<file path="src/rtl/laundry_vend_ctrl_pkg.sv">
// Shared constants for the laundry vend controller:
// coin values, FSM states, default prices, digit patterns.
package laundry_vend_ctrl_pkg;

   localparam logic [7:0] NICKEL_N  = 8'd1;
   localparam logic [7:0] DIME_N    = 8'd2;
   localparam logic [7:0] QUARTER_N = 8'd5;

   typedef enum logic [1:0] {
      ST_IDLE,
      ST_CREDIT,
      ST_VEND,
      ST_CHANGE
   } state_t;

   localparam int DEF_NUM_PROD = 3;
   localparam logic [47:0] DEF_PRICES =
      {16'd80, 16'd50, 16'd20};

   // Segment order {a,b,c,d,e,f,g}, active-high.
   localparam logic [6:0] SEG_0 = 7'h7E;
   localparam logic [6:0] SEG_1 = 7'h30;
   localparam logic [6:0] SEG_2 = 7'h6D;
   localparam logic [6:0] SEG_3 = 7'h79;
   localparam logic [6:0] SEG_4 = 7'h33;
   localparam logic [6:0] SEG_5 = 7'h5B;
   localparam logic [6:0] SEG_6 = 7'h5F;
   localparam logic [6:0] SEG_7 = 7'h70;
   localparam logic [6:0] SEG_8 = 7'h7F;
   localparam logic [6:0] SEG_9 = 7'h7B;
   localparam logic [6:0] SEG_OFF = 7'h00;

endpackage

</file>
<file path="src/rtl/laundry_vend_ctrl_if.sv">
// Panel-side bundle of the vend controller: coin/select
// inputs, vend/change pulses and the credit display.
interface laundry_vend_ctrl_if #(
   parameter int NUM_PROD = 3
);
   logic                i_nickel;
   logic                i_dime;
   logic                i_quarter;
   logic [NUM_PROD-1:0] i_sel;
   logic                i_cancel;
   logic [NUM_PROD-1:0] o_vend;
   logic                o_deny;
   logic                o_coin_reject;
   logic                o_change_nickel;
   logic                o_busy;
   logic [3:0]          o_bcd_h;
   logic [3:0]          o_bcd_t;
   logic [3:0]          o_bcd_o;
   logic [6:0]          o_seg_h;
   logic [6:0]          o_seg_t;
   logic [6:0]          o_seg_o;
   logic [NUM_PROD-1:0] o_credit_led;

   modport master (
      output i_nickel, i_dime, i_quarter,
      output i_sel, i_cancel,
      input  o_vend, o_deny, o_coin_reject,
      input  o_change_nickel, o_busy,
      input  o_bcd_h, o_bcd_t, o_bcd_o,
      input  o_seg_h, o_seg_t, o_seg_o,
      input  o_credit_led
   );

   modport slave (
      input  i_nickel, i_dime, i_quarter,
      input  i_sel, i_cancel,
      output o_vend, o_deny, o_coin_reject,
      output o_change_nickel, o_busy,
      output o_bcd_h, o_bcd_t, o_bcd_o,
      output o_seg_h, o_seg_t, o_seg_o,
      output o_credit_led
   );
endinterface

</file>
<file path="src/rtl/laundry_vend_ctrl_seg7_decode.sv">
// One BCD digit to seven-segment pattern.
// Non-decimal codes blank the digit.
module seg7_decode
   import laundry_vend_ctrl_pkg::*;
(
   input  logic [3:0] i_bcd,
   output logic [6:0] o_seg
);

   // Digit lookup
   always_comb begin
      o_seg = SEG_OFF;
      case (i_bcd)
         4'd0: o_seg = SEG_0;
         4'd1: o_seg = SEG_1;
         4'd2: o_seg = SEG_2;
         4'd3: o_seg = SEG_3;
         4'd4: o_seg = SEG_4;
         4'd5: o_seg = SEG_5;
         4'd6: o_seg = SEG_6;
         4'd7: o_seg = SEG_7;
         4'd8: o_seg = SEG_8;
         4'd9: o_seg = SEG_9;
         default: o_seg = SEG_OFF;
      endcase
   end

endmodule

</file>
<file path="src/rtl/laundry_vend_ctrl.sv">
// Coin acceptor and vend controller: credit in nickels,
// priced options, nickel change, BCD/7-seg credit display.
module laundry_vend_ctrl
   import laundry_vend_ctrl_pkg::*;
#(
   parameter int NUM_PROD = DEF_NUM_PROD,
   parameter logic [16*NUM_PROD-1:0] PRICES = DEF_PRICES,
   parameter int MAX_CREDIT = 100
) (
   input  logic clock,
   input  logic reset,
   laundry_vend_ctrl_if.slave bus
);

   localparam int MAX_N = MAX_CREDIT / 5;
   localparam int CW    = $clog2(MAX_N + 1);

   state_t              r_state;
   logic [CW-1:0]       r_credit;
   logic [CW-1:0]       r_rem;
   logic [NUM_PROD-1:0] r_vend;
   logic                r_deny;
   logic                r_reject;
   logic                r_chg;

   logic                w_sel_any;
   logic [NUM_PROD-1:0] w_sel_oh;
   logic [15:0]         w_price;
   logic [15:0]         w_cred16;
   logic                w_afford;
   logic [CW-1:0]       w_left;
   logic [2:0]          w_coins;
   logic                w_coin_any;
   logic                w_coin_one;
   logic [7:0]          w_coin_val;
   logic [15:0]         w_sum;
   logic                w_coin_ok;
   logic [NUM_PROD-1:0] w_led;
   logic                w_busy;
   logic [CW-1:0]       w_disp;
   logic [9:0]          w_cents;
   logic [9:0]          w_tens;
   logic [3:0]          w_h;
   logic [3:0]          w_t;
   logic [3:0]          w_o;

   assign w_sel_any = |bus.i_sel;
   assign w_cred16  = 16'(r_credit);
   assign w_afford  = w_cred16 >= w_price;
   assign w_left    = CW'(w_cred16 - w_price);

   // Lowest-index select wins; its price in nickels
   always_comb begin
      w_sel_oh = '0;
      w_price  = '0;
      for (int i = NUM_PROD - 1; i >= 0; i--) begin
         if (bus.i_sel[i]) begin
            w_sel_oh    = '0;
            w_sel_oh[i] = 1'b1;
            w_price     = PRICES[16*i +: 16] / 16'd5;
         end
      end
   end

   assign w_coins    = {bus.i_quarter, bus.i_dime,
                        bus.i_nickel};
   assign w_coin_any = |w_coins;
   assign w_coin_one = $onehot(w_coins);

   // Value of a lone coin; mixed coins carry no value
   always_comb begin
      w_coin_val = 8'd0;
      if (w_coin_one) begin
         unique case (1'b1)
            w_coins[0]: w_coin_val = NICKEL_N;
            w_coins[1]: w_coin_val = DIME_N;
            w_coins[2]: w_coin_val = QUARTER_N;
            default:    w_coin_val = 8'd0;
         endcase
      end
   end

   assign w_sum     = w_cred16 + 16'(w_coin_val);
   assign w_coin_ok = w_coin_one && (w_sum <= 16'(MAX_N));

   // Affordability lamps follow the live credit register
   always_comb begin
      w_led = '0;
      for (int i = 0; i < NUM_PROD; i++) begin
         w_led[i] = w_cred16 >= (PRICES[16*i +: 16] / 16'd5);
      end
   end

   // Vend FSM with registered pulse outputs
   always_ff @(posedge clock or posedge reset) begin
      if (reset) begin
         r_state  <= ST_IDLE;
         r_credit <= '0;
         r_rem    <= '0;
         r_vend   <= '0;
         r_deny   <= 1'b0;
         r_reject <= 1'b0;
         r_chg    <= 1'b0;
      end else begin
         r_vend   <= '0;
         r_deny   <= 1'b0;
         r_reject <= 1'b0;
         r_chg    <= 1'b0;
         unique case (r_state)
            ST_IDLE, ST_CREDIT: begin
               if (w_sel_any) begin
                  r_reject <= w_coin_any;
                  if (w_afford) begin
                     r_state  <= ST_VEND;
                     r_rem    <= w_left;
                     r_credit <= '0;
                     r_vend   <= w_sel_oh;
                  end else begin
                     r_deny <= 1'b1;
                  end
               end else if (bus.i_cancel &&
                            r_state == ST_CREDIT) begin
                  r_reject <= w_coin_any;
                  r_state  <= ST_CHANGE;
                  r_rem    <= r_credit;
                  r_credit <= '0;
                  r_chg    <= 1'b1;
               end else if (w_coin_any) begin
                  if (w_coin_ok) begin
                     r_credit <= w_sum[CW-1:0];
                     r_state  <= ST_CREDIT;
                  end else begin
                     r_reject <= 1'b1;
                  end
               end
            end
            ST_VEND: begin
               r_reject <= w_coin_any;
               r_deny   <= w_sel_any | bus.i_cancel;
               if (r_rem != '0) begin
                  r_state <= ST_CHANGE;
                  r_chg   <= 1'b1;
               end else begin
                  r_state <= ST_IDLE;
               end
            end
            ST_CHANGE: begin
               r_reject <= w_coin_any;
               r_deny   <= w_sel_any | bus.i_cancel;
               if (r_rem <= CW'(1)) begin
                  r_rem   <= '0;
                  r_state <= ST_IDLE;
               end else begin
                  r_rem <= r_rem - CW'(1);
                  r_chg <= 1'b1;
               end
            end
            default: r_state <= ST_IDLE;
         endcase
      end
   end

   assign w_busy = (r_state == ST_VEND) ||
                   (r_state == ST_CHANGE);
   assign w_disp  = w_busy ? r_rem : r_credit;
   assign w_cents = 10'(w_disp) * 10'd5;
   assign w_tens  = w_cents / 10'd10;
   assign w_h     = 4'(w_cents / 10'd100);
   assign w_t     = 4'(w_tens % 10'd10);
   assign w_o     = 4'(w_cents % 10'd10);

   seg7_decode u_seg_h (.i_bcd(w_h), .o_seg(bus.o_seg_h));
   seg7_decode u_seg_t (.i_bcd(w_t), .o_seg(bus.o_seg_t));
   seg7_decode u_seg_o (.i_bcd(w_o), .o_seg(bus.o_seg_o));

   assign bus.o_vend          = r_vend;
   assign bus.o_deny          = r_deny;
   assign bus.o_coin_reject   = r_reject;
   assign bus.o_change_nickel = r_chg;
   assign bus.o_busy          = w_busy;
   assign bus.o_bcd_h         = w_h;
   assign bus.o_bcd_t         = w_t;
   assign bus.o_bcd_o         = w_o;
   assign bus.o_credit_led    = w_led;

endmodule

</file>
<file path="src/flat_wrapper.sv">
// flat-port wrapper written by rule: the top's interface ports become plain ports
module laundry_vend_ctrl_flat import laundry_vend_ctrl_pkg::*;
#(
   parameter int NUM_PROD = DEF_NUM_PROD,
   parameter logic [16*NUM_PROD-1:0] PRICES = DEF_PRICES,
   parameter int MAX_CREDIT = 100
)
  (clock, reset, bus_i_nickel, bus_i_dime, bus_i_quarter, bus_i_sel, bus_i_cancel, bus_o_vend, bus_o_deny, bus_o_coin_reject, bus_o_change_nickel, bus_o_busy, bus_o_bcd_h, bus_o_bcd_t, bus_o_bcd_o, bus_o_seg_h, bus_o_seg_t, bus_o_seg_o, bus_o_credit_led);
  laundry_vend_ctrl_if #(.NUM_PROD(NUM_PROD)) bus_i ();
  input  logic clock;
  input  logic reset;
  input wire logic [$bits(bus_i.i_nickel)-1:0] bus_i_nickel;
  input wire logic [$bits(bus_i.i_dime)-1:0] bus_i_dime;
  input wire logic [$bits(bus_i.i_quarter)-1:0] bus_i_quarter;
  input wire logic [$bits(bus_i.i_sel)-1:0] bus_i_sel;
  input wire logic [$bits(bus_i.i_cancel)-1:0] bus_i_cancel;
  output wire logic [$bits(bus_i.o_vend)-1:0] bus_o_vend;
  output wire logic [$bits(bus_i.o_deny)-1:0] bus_o_deny;
  output wire logic [$bits(bus_i.o_coin_reject)-1:0] bus_o_coin_reject;
  output wire logic [$bits(bus_i.o_change_nickel)-1:0] bus_o_change_nickel;
  output wire logic [$bits(bus_i.o_busy)-1:0] bus_o_busy;
  output wire logic [$bits(bus_i.o_bcd_h)-1:0] bus_o_bcd_h;
  output wire logic [$bits(bus_i.o_bcd_t)-1:0] bus_o_bcd_t;
  output wire logic [$bits(bus_i.o_bcd_o)-1:0] bus_o_bcd_o;
  output wire logic [$bits(bus_i.o_seg_h)-1:0] bus_o_seg_h;
  output wire logic [$bits(bus_i.o_seg_t)-1:0] bus_o_seg_t;
  output wire logic [$bits(bus_i.o_seg_o)-1:0] bus_o_seg_o;
  output wire logic [$bits(bus_i.o_credit_led)-1:0] bus_o_credit_led;
  assign bus_i.i_nickel = bus_i_nickel;
  assign bus_i.i_dime = bus_i_dime;
  assign bus_i.i_quarter = bus_i_quarter;
  assign bus_i.i_sel = bus_i_sel;
  assign bus_i.i_cancel = bus_i_cancel;
  assign bus_o_vend = bus_i.o_vend;
  assign bus_o_deny = bus_i.o_deny;
  assign bus_o_coin_reject = bus_i.o_coin_reject;
  assign bus_o_change_nickel = bus_i.o_change_nickel;
  assign bus_o_busy = bus_i.o_busy;
  assign bus_o_bcd_h = bus_i.o_bcd_h;
  assign bus_o_bcd_t = bus_i.o_bcd_t;
  assign bus_o_bcd_o = bus_i.o_bcd_o;
  assign bus_o_seg_h = bus_i.o_seg_h;
  assign bus_o_seg_t = bus_i.o_seg_t;
  assign bus_o_seg_o = bus_i.o_seg_o;
  assign bus_o_credit_led = bus_i.o_credit_led;
  laundry_vend_ctrl #(.NUM_PROD(NUM_PROD), .PRICES(PRICES), .MAX_CREDIT(MAX_CREDIT)) u_core (.clock(clock), .reset(reset), .bus(bus_i));
endmodule
</file>
<file path="config.mk">
export PLATFORM = sky130hd
export DESIGN_NAME = laundry_vend_ctrl_flat
export DESIGN_NICKNAME = d
export VERILOG_FILES = /design/src/rtl/laundry_vend_ctrl_pkg.sv /design/src/rtl/laundry_vend_ctrl_if.sv /design/src/rtl/laundry_vend_ctrl_seg7_decode.sv /design/src/rtl/laundry_vend_ctrl.sv /design/src/flat_wrapper.sv
export SDC_FILE = /design/constraint.sdc
export NUM_CORES = 1
export LEC_CHECK = 0
export BUFFER_PORTS_ARGS = -buffer_cell sky130_fd_sc_hd__buf_2
export CAP_MARGIN = 20
export CORE_ASPECT_RATIO = 0.8
export CORE_MARGIN = 5
export CORE_UTILIZATION = 55
export DETAILED_ROUTE_END_ITERATION = 8
export GPL_TIMING_DRIVEN = 0
export PLACE_DENSITY_LB_ADDON = 0.1
export SLEW_MARGIN = 20
export SYNTH_ARGS = -nofsm -noshare
export SYNTH_HDL_FRONTEND = slang
export SYNTH_SLANG_ARGS = --single-unit
</file>
<file path="constraint.sdc">
create_clock -name clock -period 10.2 [get_ports clock]
set_input_delay 2.04 -clock clock [delete_from_list [all_inputs] [get_ports clock]]
set_output_delay 2.04 -clock clock [all_outputs]
set_load 0.05 [all_outputs]
</file>
* Word level (Yosys, flattened, before mapping) *
Memory sizes are Yosys's and may differ from the RTL's.
Cells that the tools add are included.

word-level totals
  register bits after elaboration = 18
  bits in read-only memories = 336
  input port bits = 9
  output and inout port bits = 43
  logic and storage cells = 95
  memories = 3

operators by class
  add/sub/neg operators = 5
  multiply operators = 1
  div/mod/pow operators = 4
  magnitude comparators = 6
  eq/ne operators = 10
  muxes and demuxes = 43
  bitwise operators = 1
  reductions and logical operators = 15

memories
  name             words  width  rd ports  clocked after memory_dff  wr ports  line                                 text
  (no name shown)  16     7      1         0                         0         laundry_vend_ctrl_seg7_decode.sv:13  case (i_bcd)
  (no name shown)  16     7      1         0                         0         laundry_vend_ctrl_seg7_decode.sv:13
  (no name shown)  16     7      1         0                         0         laundry_vend_ctrl_seg7_decode.sv:13

operators by type and width
  cell                                                                number
  two-way mux 5 bit                                                   11
  two-way mux 16 bit                                                  2
  two-way mux 3 bit                                                   6
  greater-or-equal comparator 5 x 16 -> 1 bit                         1
  <= comparator 16 x 5 -> 1 bit (second input constant)               1
  two-way mux 2 bit                                                   7
  divider 8 x 4 -> 10 bit (second input constant)                     1
  divider 8 x 7 -> 10 bit (second input constant)                     1
  remainder unit 10 x 4 -> 10 bit (second input constant)             1
  remainder unit 8 x 4 -> 10 bit (second input constant)              1
  two-way mux 1 bit                                                   10
  case mux 5 bit (2 select lines)                                     1
  adder 5 x 8 -> 9 bit                                                1
  case mux 3 bit (3 select lines)                                     1
  multiplier 5 x 3 -> 8 bit (second input constant)                   1
  two-way mux 8 bit                                                   1
  != test 4 x 1 -> 1 bit (second input constant)                      2
  AND reduction 4 bit                                                 2
  case mux 2 bit (3 select lines)                                     1
  nonzero test 3 bit                                                  2
  OR reduction 3 bit                                                  2
  greater-or-equal comparator 5 x 3 -> 1 bit (second input constant)  1
  greater-or-equal comparator 5 x 4 -> 1 bit (second input constant)  1
  greater-or-equal comparator 5 bit (second input constant)           1
  other kinds (21)                                                    26

* Longest topological paths before layout *
Gate-level depths: netlist (run 1).

  depth after elaboration = 12
  gate-level depth with buffers = 30
  gate-level depth less buffers = 27

* Cells and area by module *
Synthesis (run 1) repeated with hierarchy kept, for this count alone.

unflattened totals
  cell total of the unflattened synthesis = 420
  area, all modules = 3240.6 um2

by module, submodules not included
  module                            times used  cells each  area an instance (um2)  sequential area each (um2)
  laundry_vend_ctrl                 1           338         2601.2                  450.4
  seg7_decode (u_core.u_seg_o ...)  2           28          219.0                   0.0
  seg7_decode (u_core.u_seg_h)      1           26          201.4                   0.0

* Worst setup path after synthesis (run 1) *
Ideal clock, no wire load.

  kind = reg-to-output
  start = reg u_core.r_state[1]
  end = out bus_o_seg_o[3]
  arrival time = 6.637 ns
  required time = 8.160 ns
  path slack = 1.523 ns
  stages on the path, launching flop included = 23
  buffers on the path = 4
  path through = dfrtp_1 > buf_6 > mux2i_1 > inv_1 > ha_1 > ha_1 > fa_1 > buf_2 > xor2_1 > ha_1 > o211ai_1 > a21oi_1 > or3_1 > buf_2 > or3_1 > o2111ai_2 > a31oi_2 > buf_4 > xnor2_1 > inv_1 > ha_1 > mux2_1 > mux2i_1

on the way
  longest elaborated chain between the ends = 6
  elaborated cells on any way between the ends = 7
  classes of those cells = mul (1); div (1); eq/ne (2); mux (1); reduce/logical (1); memory (1)

RTL lines
  item                                    line                                                text
  from (decl)                             laundry_vend_ctrl.sv:18                             state_t r_state;
  from (signal assigned)                  laundry_vend_ctrl.sv:97                             r_state <= ST_IDLE;
  from (signal assigned)                  laundry_vend_ctrl.sv:114                            r_state <= ST_VEND;
  from (signal assigned)                  laundry_vend_ctrl.sv:124                            r_state <= ST_CHANGE;
  equality test 2 bit (on tied branches)  laundry_vend_ctrl.sv:163, laundry_vend_ctrl.sv:164
  logical OR 1 bit *                      laundry_vend_ctrl.sv:163                            assign w_busy = (r_state == ST_VEND) ||
  two-way mux 5 bit *                     laundry_vend_ctrl.sv:165                            assign w_disp = w_busy ? r_rem : r_credit;
  multiplier 5 x 3 -> 8 bit *             laundry_vend_ctrl.sv:166                            assign w_cents = 10'(w_disp) * 10'd5;
  remainder unit 8 x 4 -> 10 bit *        laundry_vend_ctrl.sv:170                            assign w_o = 4'(w_cents % 10'd10);
  named net bus_o_bcd_o[0]                flat_wrapper.sv:24                                  output wire logic [$bits(bus_i.o_bcd_o)-1:0] bus_o_bcd_o;
  memory read (16 x 7 bit) *              -
  to (decl)                               flat_wrapper.sv:27                                  output wire logic [$bits(bus_i.o_seg_o)-1:0] bus_o_seg_o;

The timed path passes the listed nets; every way through them passes the cells marked *.

* Final worst setup path (run 1) *
  start = reg u_core.r_state[1]
  end = out bus_o_seg_t[0]

on the way
  longest elaborated chain between the ends = 7
  elaborated cells on any way between the ends = 8
  classes of those cells = mul (1); div (2); eq/ne (2); mux (1); reduce/logical (1); memory (1)

RTL lines
  item                                    line                                                text
  equality test 2 bit (on tied branches)  laundry_vend_ctrl.sv:163, laundry_vend_ctrl.sv:164
  logical OR 1 bit *                      laundry_vend_ctrl.sv:163
  two-way mux 5 bit *                     laundry_vend_ctrl.sv:165
  multiplier 5 x 3 -> 8 bit *             laundry_vend_ctrl.sv:166
  divider 8 x 4 -> 10 bit *               laundry_vend_ctrl.sv:167                            assign w_tens = w_cents / 10'd10;
  remainder unit 10 x 4 -> 10 bit *       laundry_vend_ctrl.sv:169                            assign w_t = 4'(w_tens % 10'd10);
  memory read (16 x 7 bit) *              -
  to (decl)                               flat_wrapper.sv:26                                  output wire logic [$bits(bus_i.o_seg_t)-1:0] bus_o_seg_t;

Every way passes the cells marked *; elsewhere a longest branch is shown, timed or not.

==> out/metrics.csv, run 1 <==
metric,value,unit
worstReg2RegEnd,u_core.r_credit[4]$_DFFE_PP0P_,
met2WireLength,3470,um
placementRows,25,
drt_first_iter_violations,297,
crit_type,flop to output port,
worst_path_largest_cell_delay,650,ps
worst_pin_slew,835,ps
postSynth.topFlopCell,sky130_fd_sc_hd__dfrtp_1,
ports_placed_on_the_boundary,52,
clock_sinks,18,
post_cts.repair.setup_buffers,0,
place_inst,553,
ys_seq_area_frac,0.137,
finalMaxSlewViolations,0,
final_setup_tns,0,ps
vias_in_the_first_global_route,3001,
cts_tree,done,
die-area,7640,um2
drv.max_cap_violation_count,0,
post_route_clock_period_utilization,0.918,
wire_per_inst,15.2,um
clkTransAtPathRegs,70,ps
syn_area,3290,um2
grt_setup_unrepaired,false,
yosysTopAreaCellShare,0.137,
start_util,0.563,
timing.reg2reg.worst_path_depth,13,
worstPathArrival,7320,ps
worst_setup_path_start_kind,flop,
crit_path_start,u_core.r_state[1]$_DFFE_PP0P_,
synth-seq-cells,18,
cts_hold_fix_bufs,0,
timing.critical_path.required,8160,ps
routabilityCongestion,0.920,
timing.rr.start,u_core.r_credit[0]$_DFFE_PP0P_,
critPathSlowestCell,sky130_fd_sc_hd__xnor2_1,
synthToLayoutAreaGrowth,12.2,%
grt_antenna_before_repair,0,
total_routing_usage_gr,0.231,
hold_violations,0,
diodes,0,
async_set_or_reset_flop_fraction_in_the_synthesized_netlist,1.00,
wire_length_of_the_first_global_routing_pass,14500,um
critical-path-top-cell-by-count,sky130_fd_sc_hd__ha_1,
detail_route.wirelength.met1,4350,um
count_of_port_buffers_added_during_placement,48,
finalClockSkew,8.44,ps
numCtsBuffers,3,
syn-mean-instance-area,7.78,um2
route.met3.wl,596,um
netlist-cell-type-count,82,
detail_route.wirelength,8450,um
die_h,79.2,um
die_w,96.5,um
detailed_place_hpwl,6640,um
yosys.area.top_type,sky130_fd_sc_hd__dfrtp_1,
antenna_violating_nets_post_route,0,
floorplan.core_area,5850,um2
synth.area.top_cells,"sky130_fd_sc_hd__dfrtp_1, sky130_fd_sc_hd__ha_1, sky130_fd_sc_hd__o21ai_0",
finalSetupViolCount,0,
slew_headroom,0.443,
maxClockFrequency,107,MHz
cts_htree_levels,1,
nNetsFinal,524,
drc,0,
finalNonFillerCells,557,
grt.overflow.total,0,
clock_tree.root_cell,sky130_fd_sc_hd__clkbuf_8,
maxUsedRoutingLayer,met4,
hold_path_class,flop to flop,
finalCriticalPeriod,9360,ps
worst_setup_path_end_kind,output port,
synthesis.instances,423,
drt-pass1-iter-count,5,
end_point_of_the_critical_path,bus_o_seg_t[0],
status,"finished, final reports clean",
cts_buffer_depth,2,
post_cts_resized,0,
grt_start_max_net_pins,19,
worst_r2r_setup_slack,6900,ps
synth_edf_count,0,
cp_max_fo,10,
yosys_warnings,0,
routed_via_density,5.90,
num_vias,3287,
drive_above_1_share,0.218,
clock_latency,260,ps
-- worst min-delay path by stage --
stage | from | endpoint | slack (ps) | cells past startpoint
final | u_core.r_rem[1]$_DFFE_PP0P_ | u_core.r_rem[1]$_DFFE_PP0P_ | 630 | 2
after global routing | u_core.r_rem[1]$_DFFE_PP0P_ | u_core.r_rem[1]$_DFFE_PP0P_ | 650 | 2
after CTS | u_core.r_rem[3]$_DFFE_PP0P_ | u_core.r_rem[3]$_DFFE_PP0P_ | 600 | 2
after detailed placement | u_core.r_rem[3]$_DFFE_PP0P_ | u_core.r_rem[3]$_DFFE_PP0P_ | 590 | 2
after global placement | u_core.r_rem[3]$_DFFE_PP0P_ | u_core.r_rem[3]$_DFFE_PP0P_ | 580 | 2
after floorplan | u_core.r_rem[3]$_DFFE_PP0P_ | u_core.r_rem[3]$_DFFE_PP0P_ | 510 | 2
-- kinds of logic (layout without fill, tap and decap cells) --
logic type	after synthesis	count (layout)	share of synthesized area
buffers and inverters	60	112	0.0855
flip-flops	18	18	0.137
AO/OA/AOI/OAI	131	131	0.289
XOR/XNOR	11	11	0.0418
other	2	3	0.00228
multiplexers	22	22	0.0726
adder cells (fa/ha/maj)	38	38	0.154
AND/OR/NAND/NOR	141	141	0.219
-- cell usage in the layout (no fill, tap or decap), drive strengths merged, types with 3 or more instances in the layout --
cell,n
nand3,8
a31oi,3
nor2,37
nand2b,7
nor4,8
or3,5
dfrtp,18
nand2,34
a21oi,23
a21o,7
inv,31
conb,3
o2bb2ai,3
o211ai,7
a211o,3
nor2b,8
o221ai,3
xnor2,5
o21ai,38
clkbuf,15
o31a,5
ha,34
o31ai,4
a211oi,3
buf,65
a22oi,6
mux2,9
and2,8
xor2,5
fa,4
or2,3
and3,3
mux2i,13
nor3,16
a311oi,3
-- per-stage QoR --
step	area (um2)	worst slack [ps]	util	hold WS, ps
2_1_floorplan	3290	1520	-	511
3_3_place_gp	3640	1410	0.622	578
3_5_place_dp	3640	1190	0.622	589
4_1_cts	3690	876	0.631	604
5_1_grt	3690	216	0.631	650
6_report	3690	839	0.631	632
-- cells in the mapped netlist (8+ instances only) --
library cell               number
sky130_fd_sc_hd__o21ai_0       29
sky130_fd_sc_hd__mux2i_1       12
sky130_fd_sc_hd__nor2b_1        8
sky130_fd_sc_hd__clkbuf_1      10
sky130_fd_sc_hd__buf_2          8
sky130_fd_sc_hd__a21oi_1       23
sky130_fd_sc_hd__nand2_1       34
sky130_fd_sc_hd__nor3_1        14
sky130_fd_sc_hd__dfrtp_1       18
sky130_fd_sc_hd__nor2_1        34
sky130_fd_sc_hd__inv_1         28
sky130_fd_sc_hd__ha_1          34
sky130_fd_sc_hd__and2_1         8
-- state kept, by name, summed over array words and instances, names as in the netlist --
signal and cells:
u_core.bus.o_change_nickel 1, u_core.bus.o_coin_reject 1, u_core.bus.o_deny 1, u_core.bus.o_vend 3
u_core.r_credit 5, u_core.r_rem 5, u_core.r_state 2
-- critical path, delay by kind of cell, from the launching register on --
family	cells	cell delay (ps)
flops	1	350
mux	3	1160
fa+ha+maj	6	1730
xor+xnor	2	1060
compound gates	3	520
buf+inv	5	940
simple gates	7	1290
-- routing by layer --
| metal | track usage | up-vias |
|---|---|---|
| met3 | 0.0237 | 4 |
| met2 | 0.341 | 111 |
| met5 | 0 | - |
| met4 | 0.0196 | 0 |
| li1 | - | 1639 |
| met1 | 0.371 | 1533 |
-- layout make-up --
class                   count  area [um2]
plain buffers              28         161
clock buffers               4        55.1
fillers                   558        2160
inverters                  32         120
multi-input cells         346        2560
flip-flops and latches     18         450
well taps                  81         101
repair buffers             48         240
Power of run 1 is not shown: default switching activity piles up to over one toggle a cycle in this logic, so the estimate is an artifact.
==> inputs of run 2 (changes only) <==
--- a/config.mk
+++ b/config.mk
@@ -12,7 +12,7 @@
 export CORE_UTILIZATION = 55
 export DETAILED_ROUTE_END_ITERATION = 8
 export GPL_TIMING_DRIVEN = 0
-export PLACE_DENSITY_LB_ADDON = 0.1
+export PLACE_DENSITY = 0.87
 export SLEW_MARGIN = 20
 export SYNTH_ARGS = -nofsm -noshare
 export SYNTH_HDL_FRONTEND = slang
==> run 2 against run 1 <==
Effect of this change: maximum frequency shrank 0.18%; non-clock buffer count is the same; flip-flop and latch count is the same; via count grew 3.5%; setup slack lost 17 ps; clock skew shrank 2.7 ps; clock-buffer cell count is the same; register-to-register slack is essentially flat; critical path type unchanged; largest cell class unchanged; highest routed layer unchanged.
==> out/metrics.csv, run 2 (same netlist as run 1, synthesis figures left out) <==
metric,value,unit,change
worst_path_largest_cell_delay,520,ps,-130 ps
slew_headroom,0.514,,+0.0711
post_cts.repair.setup_buffers,0,,unchanged
synthToLayoutAreaGrowth,12.2,%,unchanged
detailed_place_hpwl,6880,um,+3.6%
drt-pass1-iter-count,5,,unchanged
critPathSlowestCell,sky130_fd_sc_hd__nor4_2,,
numCtsBuffers,3,,unchanged
cts_htree_levels,1,,unchanged
wire_length_of_the_first_global_routing_pass,14400,um,-1.0%
finalClockSkew,5.72,ps,-2.72 ps
clock_sinks,18,,unchanged
finalSetupViolCount,0,,unchanged
wire_per_inst,15.4,um,+1.5%
die_h,79.2,um,unchanged
diodes,0,,unchanged
maxClockFrequency,107,MHz,-0.18%
grt_antenna_before_repair,0,,unchanged
routed_via_density,6.11,,+3.5%
final_setup_tns,0,ps,unchanged
antenna_violating_nets_post_route,0,,unchanged
placement.setup.worst_slack,1220,ps,+30.0 ps
post_route_clock_period_utilization,0.919,,+0.00163
final_common_cell,sky130_fd_sc_hd__buf_2,,
layout.cells.most_common_list,"sky130_fd_sc_hd__buf_2, sky130_fd_sc_hd__nand2_1, sky130_fd_sc_hd__nor2_1, sky130_fd_sc_hd__ha_1, sky130_fd_sc_hd__o21ai_0",,
vias_in_the_first_global_route,3111,,+3.7%
cp_max_fo,10,,unchanged
finalCriticalPeriod,9380,ps,+16.7 ps
status,"finished, final reports clean",,
worstPathArrival,7340,ps,+20 ps
grt_start_max_net_pins,19,,unchanged
post_cts_resized,0,,unchanged
die-area,7640,um2,unchanged
worst_pin_slew,723,ps,-112 ps
cts_hold_fix_bufs,0,,unchanged
timing.critical_path.required,8160,ps,about the same
final_worst_path_setup_slack,822,ps,-16.7 ps
critical-path-top-cell-by-count,sky130_fd_sc_hd__ha_1,,
drt_first_iter_violations,233,,-22%
clock_latency,260,ps,about the same
clock_tree.root_cell,sky130_fd_sc_hd__clkbuf_8,,
count_of_port_buffers_added_during_placement,48,,unchanged
drc,0,,unchanged
grt_setup_unrepaired,false,,
floorplan.core_area,5850,um2,unchanged
hold_violations,0,,unchanged
finalMaxSlewViolations,0,,unchanged
detail_route.wirelength,8580,um,+1.5%
start_util,0.563,,unchanged
drive_above_1_share,0.218,,unchanged
drv.max_cap_violation_count,0,,unchanged
placementRows,25,,unchanged
num_vias,3402,,+3.5%
worst_setup_path_end_kind,output port,,
hold_path_class,flop to flop,,
nNetsFinal,524,,unchanged
total_routing_usage_gr,0.228,,-0.00369
routabilityCongestion,1.01,,+9.3%
clkTransAtPathRegs,70,ps,about the same
cts_buffer_depth,2,,unchanged
grt.overflow.total,0,,unchanged
die_w,96.5,um,unchanged
ports_placed_on_the_boundary,52,,unchanged
worst_setup_path_start_kind,flop,,
crit_type,flop to output port,,
cts_tree,done,,
-- run 2: cell counts in the layout (fill, tap and decap cells not counted) --
No cell type changed its count.
-- run 2: worst paths after layout --
check / cells past startpoint / slack (ps) / endpoint / from
worst max-delay path: 25 / 820 / bus_o_seg_t[0] / u_core.r_state[1]$_DFFE_PP0P_
worst min-delay path: 2 / 610 / u_core.r_rem[3]$_DFFE_PP0P_ / u_core.r_rem[3]$_DFFE_PP0P_
worst max register to register: 13 / 6910 / u_core.r_credit[4]$_DFFE_PP0P_ / u_core.r_credit[0]$_DFFE_PP0P_
worst min register to register: 2 / 610 / u_core.r_rem[3]$_DFFE_PP0P_ / u_core.r_rem[3]$_DFFE_PP0P_
max in group asynchronous: 2 / 7890 / u_core.r_rem[3]$_DFFE_PP0P_ / reset
min in group asynchronous: 2 / 1870 / u_core.r_state[0]$_DFFE_PP0P_ / reset
-- run 2: through the flow --
stage          instance area, um2  utilization  hold WS [ps]  cells
2_1_floorplan                3290            -           511    424
3_3_place_gp                 3640        0.622           577    553
3_5_place_dp                 3640        0.622           562    553
4_1_cts                      3690        0.631           595    557
5_1_grt                      3690        0.631           625    557
6_report                     3690        0.631           612    557
-- run 2: area by class of cell --
cell class | instances | area, um2
Sequential cell | 18 | 450
Buffer | 28 | 161
Fill cell | 541 | 2160
Tap cell | 81 | 101
Timing Repair Buffer | 48 | 240
Multi-Input combinational cell | 346 | 2560
Inverter | 32 | 120
Clock buffer | 4 | 55.1
-- run 2: per-layer routing --
metal / vias up / share of wire / global-route usage
met5: - / 0 / 0
met4: 0 / 0.0076 / 0.0462
met3: 8 / 0.10 / 0.0341
met2: 195 / 0.44 / 0.353
met1: 1566 / 0.45 / 0.333
li1: 1633 / - / -
-- run 2: worst max-delay path, delay by kind of cell, from the launching register on --
kind	cells	cell delay (ps)
adder cells (fa/ha/maj)	6	1810
AND/OR/NAND/NOR	6	1590
buffers and inverters	5	1060
multiplexers	3	970
AO/OA/AOI/OAI	4	850
XOR/XNOR	1	420
flip-flops	1	340
Power of run 2 is left out for the same reason.
